**src/rtl/rs_syndrome_decoder_if.sv**
```systemverilog
// Symbol stream, status and syndrome bundle between the RS receive front end and its neighbours.
// RS_ERR_COUNT_EN adds the err_count status field.
interface rs_syndrome_decoder_if #(
  parameter int unsigned M = 8,
  parameter int unsigned T = 16
) ();
  logic [M-1:0]     data_in;
  logic             data_valid;
  logic             start_decode;
  logic [M-1:0]     data_out;
  logic             data_out_valid;
  logic             error_detected;
  logic             decoding_done;
  logic             ready_for_data;
  logic [2*T*M-1:0] syndromes;
  logic [2:0]       current_state;
`ifdef RS_ERR_COUNT_EN
  logic [15:0]      err_count;

  modport master (
    output data_in, data_valid, start_decode,
    input  data_out, data_out_valid, error_detected, decoding_done, ready_for_data,
    input  syndromes, current_state, err_count
  );
  modport slave (
    input  data_in, data_valid, start_decode,
    output data_out, data_out_valid, error_detected, decoding_done, ready_for_data,
    output syndromes, current_state, err_count
  );
`else
  modport master (
    output data_in, data_valid, start_decode,
    input  data_out, data_out_valid, error_detected, decoding_done, ready_for_data,
    input  syndromes, current_state
  );
  modport slave (
    input  data_in, data_valid, start_decode,
    output data_out, data_out_valid, error_detected, decoding_done, ready_for_data,
    output syndromes, current_state
  );
`endif
endinterface

```
**src/rtl/rs_syndrome_decoder.sv**
```systemverilog
// RS(n,k) receive front end: on-the-fly syndromes over GF(2^8), data buffering and replay.
// Optional RS_ERR_COUNT_EN adds a saturating count of codewords with nonzero syndromes.
module rs_syndrome_decoder #(
  parameter int unsigned M         = 8,
  parameter int unsigned K         = 223,
  parameter int unsigned N         = 255,
  parameter int unsigned T         = 16,
  parameter logic [M:0]  FieldPoly = 9'h11D
) (
  input logic                  clk,
  input logic                  rst,
  rs_syndrome_decoder_if.slave bus
);
  localparam int unsigned NumSyn = 2 * T;
  localparam logic [7:0]  InLast  = 8'(N - 1);
  localparam logic [7:0]  OutLast = 8'(K - 1);
  localparam logic [7:0]  DataLen = 8'(K);

  typedef enum logic [2:0] {
    StIdle    = 3'd0,
    StReceive = 3'd1,
    StCheck   = 3'd2,
    StOutput  = 3'd3,
    StDone    = 3'd4
  } state_e;

  state_e              state_q, state_d;
  logic [7:0]          in_cnt_q, in_cnt_d;
  logic [7:0]          out_cnt_q, out_cnt_d;
  logic [NumSyn*M-1:0] syn_q, syn_d;
  logic                err_q, err_d;
  logic                buf_we;
  logic [M-1:0]        buffer [K];

  function automatic logic [M-1:0] gf_xtime(logic [M-1:0] a);
    return a[M-1] ? ({a[M-2:0], 1'b0} ^ FieldPoly[M-1:0]) : {a[M-2:0], 1'b0};
  endfunction

  // Multiply by alpha^p; p is constant per call site so this flattens to XORs.
  function automatic logic [M-1:0] gf_mul_alpha_pow(logic [M-1:0] a, int unsigned p);
    logic [M-1:0] r;
    r = a;
    for (int unsigned i = 0; i < p; i++) r = gf_xtime(r);
    return r;
  endfunction

  always_comb begin
    state_d   = state_q;
    in_cnt_d  = in_cnt_q;
    out_cnt_d = out_cnt_q;
    syn_d     = syn_q;
    err_d     = err_q;
    buf_we    = 1'b0;
    unique case (state_q)
      StIdle: begin
        if (bus.start_decode) begin
          state_d   = StReceive;
          in_cnt_d  = '0;
          out_cnt_d = '0;
          syn_d     = '0;
          err_d     = 1'b0;
        end
      end
      StReceive: begin
        if (bus.data_valid) begin
          // Horner step: S_j <- S_j * alpha^j + r
          for (int unsigned j = 0; j < NumSyn; j++) begin
            syn_d[j*M +: M] = gf_mul_alpha_pow(syn_q[j*M +: M], j + 1) ^ bus.data_in;
          end
          buf_we = (in_cnt_q < DataLen);
          if (in_cnt_q == InLast) state_d = StCheck;
          else                    in_cnt_d = in_cnt_q + 8'd1;
        end
      end
      StCheck: begin
        err_d   = |syn_q;
        state_d = StOutput;
      end
      StOutput: begin
        if (out_cnt_q == OutLast) state_d = StDone;
        else                      out_cnt_d = out_cnt_q + 8'd1;
      end
      StDone:  state_d = StIdle;
      default: state_d = StIdle;
    endcase
  end

  always_ff @(posedge clk) begin
    if (rst) begin
      state_q   <= StIdle;
      in_cnt_q  <= '0;
      out_cnt_q <= '0;
      syn_q     <= '0;
      err_q     <= 1'b0;
    end else begin
      state_q   <= state_d;
      in_cnt_q  <= in_cnt_d;
      out_cnt_q <= out_cnt_d;
      syn_q     <= syn_d;
      err_q     <= err_d;
    end
  end

  always_ff @(posedge clk) begin
    if (buf_we) buffer[in_cnt_q] <= bus.data_in;
  end

  assign bus.data_out       = (state_q == StOutput) ? buffer[out_cnt_q] : '0;
  assign bus.data_out_valid = (state_q == StOutput);
  assign bus.ready_for_data = (state_q == StReceive);
  assign bus.decoding_done  = (state_q == StDone);
  assign bus.error_detected = err_q;
  assign bus.syndromes      = syn_q;
  assign bus.current_state  = state_q;

`ifdef RS_ERR_COUNT_EN
  logic [15:0] err_cnt_q;

  always_ff @(posedge clk) begin
    if (rst) begin
      err_cnt_q <= '0;
    end else if (state_q == StCheck && (|syn_q) && err_cnt_q != 16'hFFFF) begin
      err_cnt_q <= err_cnt_q + 16'd1;
    end
  end

  assign bus.err_count = err_cnt_q;
`endif
endmodule

```
**src/flat_wrapper.sv**
```systemverilog
// flat-port wrapper written by rule: the top's interface ports become plain ports
module rs_syndrome_decoder_flat 
#(
  parameter int unsigned M         = 8,
  parameter int unsigned K         = 223,
  parameter int unsigned N         = 255,
  parameter int unsigned T         = 16,
  parameter logic [M:0]  FieldPoly = 9'h11D
)
  (clk, rst, bus_data_in, bus_data_valid, bus_start_decode, bus_data_out, bus_data_out_valid, bus_error_detected, bus_decoding_done, bus_ready_for_data, bus_syndromes, bus_current_state);
  rs_syndrome_decoder_if #(.M(M), .T(T)) bus_i ();
  input logic clk;
  input logic rst;
  input wire logic [$bits(bus_i.data_in)-1:0] bus_data_in;
  input wire logic [$bits(bus_i.data_valid)-1:0] bus_data_valid;
  input wire logic [$bits(bus_i.start_decode)-1:0] bus_start_decode;
  output wire logic [$bits(bus_i.data_out)-1:0] bus_data_out;
  output wire logic [$bits(bus_i.data_out_valid)-1:0] bus_data_out_valid;
  output wire logic [$bits(bus_i.error_detected)-1:0] bus_error_detected;
  output wire logic [$bits(bus_i.decoding_done)-1:0] bus_decoding_done;
  output wire logic [$bits(bus_i.ready_for_data)-1:0] bus_ready_for_data;
  output wire logic [$bits(bus_i.syndromes)-1:0] bus_syndromes;
  output wire logic [$bits(bus_i.current_state)-1:0] bus_current_state;
  assign bus_i.data_in = bus_data_in;
  assign bus_i.data_valid = bus_data_valid;
  assign bus_i.start_decode = bus_start_decode;
  assign bus_data_out = bus_i.data_out;
  assign bus_data_out_valid = bus_i.data_out_valid;
  assign bus_error_detected = bus_i.error_detected;
  assign bus_decoding_done = bus_i.decoding_done;
  assign bus_ready_for_data = bus_i.ready_for_data;
  assign bus_syndromes = bus_i.syndromes;
  assign bus_current_state = bus_i.current_state;
  rs_syndrome_decoder #(.M(M), .K(K), .N(N), .T(T), .FieldPoly(FieldPoly)) u_core (.clk(clk), .rst(rst), .bus(bus_i));
endmodule
```
**config.mk**
```make
export PLATFORM = sky130hd
export DESIGN_NAME = rs_syndrome_decoder_flat
export DESIGN_NICKNAME = d
export VERILOG_FILES = /design/src/rtl/rs_syndrome_decoder_if.sv /design/src/rtl/rs_syndrome_decoder.sv /design/src/flat_wrapper.sv
export SDC_FILE = /design/constraint.sdc
export NUM_CORES = 2
export LEC_CHECK = 0
export ABC_AREA = 1
export BUFFER_PORTS_ARGS = -buffer_cell sky130_fd_sc_hd__buf_2
export CAP_MARGIN = 15
export CORE_UTILIZATION = 35
export CTS_CLUSTER_SIZE = 25
export DETAILED_ROUTE_END_ITERATION = 8
export RECOVER_POWER = 25
export SETUP_SLACK_MARGIN = 0.5
export SYNTH_ARGS = -nofsm -noshare
export SYNTH_HDL_FRONTEND = slang
export SYNTH_SLANG_ARGS = --single-unit
```
**constraint.sdc**
```tcl
create_clock -name clk -period 3.9 [get_ports clk]
set_input_delay 0.78 -clock clk [delete_from_list [all_inputs] [get_ports clk]]
set_output_delay 0.78 -clock clk [all_outputs]
set_load 0.03 [all_outputs]
```
# ---- Yosys cells after proc, flatten, opt, wreduce, memory -nomap -nowiden
# Memories as Yosys holds them, arrays and structs flattened. A register that Yosys moved wholly into a read port is not among the register bits.
# Cells that the tools add are included.
dict set report totals {
  ram_bits 1784
  inputBits 12
  reg_bits 276
  memories 1
}
dict set report classes {
  n_addsub 2
  order_cmp 1
  n_reduce_logical 10
  n_bitwise 560
  muxes 551
  eq_ne 12
}
# memory depth width rd rd_clocked_by_memory_dff write_ports line
set memory_table {}
lappend memory_table {u_core.buffer 223 8 1 1 1 rs_syndrome_decoder.sv:33} ;# logic [M-1:0] buffer [K];
# operator count
set op_table {}
lappend op_table {{$mux 5} 528}
lappend op_table {{$not 4->4} 528}
lappend op_table {{$mux 256} 2}
lappend op_table {{$pmux 256 s2} 1}
lappend op_table {{$reduce_or 256->1} 1}
lappend op_table {{$xor 8x8->8} 32}
lappend op_table {{$mux 8} 7}
lappend op_table {{$pmux 8 s2} 2}
lappend op_table {{$add 8x1->8 const B} 2}
lappend op_table {{$eq 8x8->1 const B} 2}
lappend op_table {{$mux 3} 4}
lappend op_table {{$pmux 3 s4} 1}
lappend op_table {{$lt 8x8->1 const B} 1}
lappend op_table {{$ne 2x2->1 const B} 4}
lappend op_table {{$reduce_and 4->1} 2}
lappend op_table {{$eq 3x2->1 const B} 2}
lappend op_table {{$reduce_and 3->1} 2}
lappend op_table {{$reduce_bool 2->1} 3}
lappend op_table {{$mux 1} 5}
lappend op_table {{$ne 2x1->1 const B} 2}
lappend op_table {{$eq 3x1->1 const B} 1}
lappend op_table {{$eq 3x3->1 const B} 1}
lappend op_table {{$logic_not 3->1} 1}
lappend op_table {{$pmux 1 s2} 1}
lappend op_table {{$reduce_and 2->1} 1}

# ---- Depth between registers and ports, before layout
dict set report logic_depth {
  ltp_word 67
  mapped_depth 30
  mapped_depth_nobuf 29
}

# ---- Least setup slack after synthesis
# OpenSTA, ideal clock, no wires.
dict set report synth_path {
  kind {reg2reg}
  startpoint {register u_core.state_q[0], in the netlist u_core.bus.current_state[0]}
  endpoint {memory u_core.buffer[199][0], enable pin}
  required_time_ps 3505
  path_slack_ps -64
  t_arrival_ps 3569
  stages_incl_launch_ff 10
  path_cell_list {dfxtp_1 > inv_1 > nor3_1 > nand2_1 > inv_2 > o221ai_1 > inv_1 > clkbuf_1 > nand2_1 > nor4_1}
}
dict set report synth_via {
  elab_chain_len 4
}
# element line
set synth_lines {}
lappend synth_lines {{from (decl)} rs_syndrome_decoder.sv:27} ;# state_e state_q, state_d;
lappend synth_lines {{from (signal assigned)} rs_syndrome_decoder.sv:90} ;# state_q <= StIdle;
lappend synth_lines {{from (signal assigned)} rs_syndrome_decoder.sv:96} ;# state_q <= state_d;
lappend synth_lines {{$eq 3x1->1} --}
lappend synth_lines {{net bus_ready_for_data} flat_wrapper.sv:21} ;# output wire logic [$bits(bus_i.ready_for_data)-1:0] bus_ready_for_data;
lappend synth_lines {{$mux 1} rs_syndrome_decoder.sv:54} ;# unique case (state_q)
lappend synth_lines {{$mux 1} rs_syndrome_decoder.sv:105} ;# if (buf_we) buffer[in_cnt_q] <= bus.data_in;
lappend synth_lines {{$mux 1 (not written as such)} rs_syndrome_decoder.sv:105}
lappend synth_lines {{to (decl)} rs_syndrome_decoder.sv:33}
# The timed path passes the listed nets, and every way through them passes these cells.

==> reports/results.txt <==
Pre-CTS setup slack: -0.332 ns
Root buffer cell: clkbuf_16
# setup viols final: 197
Worst hold-check path type: primary input to flop
Leading area contributor after synthesis: edfxtp_1
# DRC: 0
Crit Path Max Fanout: 47
Flop and latch count out of synthesis: 2,068
PortBufs: 282
Bufs on Longest Clock Path: 4
Final Hold Fails: 0
Commonest non-fill, non-tap cell in the layout: edfxtp_1
Syn_nets: 9,299
Clk Latency, worst-skew pair: 0.91 ns
Critical Path AT: 3.77 ns
Cell row count: 192
Area after DPL: 104,000 um2
Max Cap Viol: 15
Grt ovf: 0
Setup WS post-layout: -0.648 ns
GRT Total Usage: 21.7%
CP max-delay cell: o211ai_1
Worst Tran Pin Value: 3.95 ns
Die area: 278,000 um2
Vias per inst: 5.47
Routed vias: 74,200
Post-Route WL: 315,000 um
Cell area after layout: 116,000 um2
Worst path required time: 3.12 ns
Synthesized cell area: 96,700 um2
Detailed Route Iter0 Violations: 8,678
Seq/Total Area, Yosys: 61.3%
Commonest cells after routing, fill and taps aside: 1,784 x edfxtp_1, 1,278 x nor2_1, 1,223 x nand2_1, 1,041 x o21ai_0, 557 x xor2_1
CTS tree: built
Worst-path clk slew: 0.06 ns
Synth area leaders: edfxtp_1 55%, dfxtp_1 5.9%, o21ai_0 5.7%, nor2_1 5.4%, xor2_1 5.2%
Placer's final routability congestion estimate: 0.895
Crit path time final: 4.55 ns
Number of synthesized flops with an enable pin: 1,784
Share of cells above drive strength 1: 16.0%
Detail Route Antenna Nets: 0
Layout Nets: 9,709
Hold slack final: 0.250 ns
Die Height: 528 um
Largest net degree at the start of global routing: 198
Unrepaired setup endpoints after global routing: yes
Achievable frequency: 220 MHz
Startpoint types: flop
Primary FF master, synth: edfxtp_1
Ys Warns: 0
Clk sinks: 2,068
Post-Syn Area per Cell: 10.4 um2
HPWL after DPL: 191,000 um
Syn Inst Count: 9,281
Worst Skew: 0.0689 ns
Initial antenna violation count: 9
Ports: 283
Num CTS Buffers: 219
Reg2Reg Setup Slack: 0.55 ns
Routed len/inst: 23.2 um
Yosys cell types: 61
CORE AREA: 274,000 um2
CP Capture Type: primary output
Global-route wire length before repair: 460,000 um
Crit path kind: flop to primary output
Post-route clock period utilization: 117%
Max_slew headroom: -163%
Vias in the first global route: 70,600
Depth of the CTS H-tree: 4
Critical Path, Cell by Cell: buf_12 > inv_6 > buf_16 > o21ai_0 > o22ai_1 > nor2_1 > o22ai_1 > buf_4 > o211ai_1 > nand3_1 > nand3_2 > a21oi_2 > buf_4 > buf_6
Pins Over Slew Limit: 897
Area grow syn2layout: 19.4%
CP peak stage delay: 0.56 ns
Outcome: finished with violations
Failing checks: capacitance limit, slew limit, setup timing
Top cell type's share of synthesized area: 55.4%
Async SR Flop Fraction: 0%
Die width: 528 um
Initial cell density of the core: 35.3%
Drt first pass iters: 7
final cells by class:
type | count | area (um2)
repair inverters | 4 | 42.5
clock buffers | 266 | 5780
inverters | 340 | 1350
well taps | 3686 | 4610
clock inverters | 128 | 1390
multi-input cells | 6305 | 35500
repair buffers | 753 | 7530
fillers | 25400 | 159000
diodes | 6 | 15.0
flip-flops and latches | 2068 | 59300
final timing paths:
path,start,to,depth (start not counted)
max,flop,bus_data_out[0],14
min,bus_start_decode,u_core.bus.current_state[0],3
max reg2reg,u_core.bus.current_state[0],u_core.buffer[95][4],10
min reg2reg,u_core.out_cnt_q[3],flop,2
synthesized netlist by cell type (52+ instances only):
library cell  count
edfxtp_1       1784
nor2_1         1392
nand2_1        1247
o21ai_0        1105
xor2_1          574
clkbuf_1        502
nand3_1         425
o22ai_1         360
a21oi_1         351
inv_1           320
xnor2_1         289
dfxtp_1         284
o221ai_1        134
or2_2            78
nand2_2          52
timing repair:
action | in CTS | in global routing
gates cloned | 36 | 14
endpoints found under the setup margin | 1934 | 1001
hold buffers | 0 | 0
setup buffers | 57 | 44
resized for setup | 301 | 261
pin swaps | 86 | 84
critical path: cells and delay by family, from the launching register on:
| family | cells | cell delay, ns |
|---|---|---|
| AOI/OAI and AO/OA | 5 | 1.11 |
| and+or+nand+nor | 3 | 0.50 |
| buffers and inverters | 6 | 0.85 |
| DFF | 1 | 0.39 |
flip-flops by register name (all words and copies together) (netlist names), named ones only:
| signal | count |
|---|---|
| u_core.buffer | 1784 |
| u_core.bus.current_state | 3 |
| u_core.bus.error_detected | 1 |
| u_core.bus.syndromes | 256 |
| u_core.in_cnt_q | 8 |
| u_core.out_cnt_q | 8 |
kinds of logic after synthesis:
kind of cell	share of synthesized area, %
buffers and inverters	3.62
DFF	61.3
AOI/OAI and AO/OA	12.1
and+or+nand+nor	14.0
adders and majority gates	0.0776
xor gates and xnor gates	8.95
stage by stage:
stage | utilization (%) | setup TNS (ns) | cells
floorplan | - | 0 | 9281
global placement | 38.0 | -1.65 | 13000
detailed placement | 38.0 | -1.76 | 13000
CTS | 41.6 | -4.50 | 13500
global route | 42.1 | -62.86 | 13600
finish | 42.1 | -33.35 | 13600
metal layers:
metal | GRT usage [%] | routed length (um) | vias up
li1 | - | - | 33400
met1 | 29.8 | 130000 | 36600
met2 | 34.3 | 143000 | 3613
met3 | 3.98 | 30300 | 568
met4 | 7.34 | 11300 | 2
met5 | 0 | 10 | -
Power is left out: the tool's default activity adds up to more than one toggle a clock period on the data nets, which glitch-free logic cannot reach.
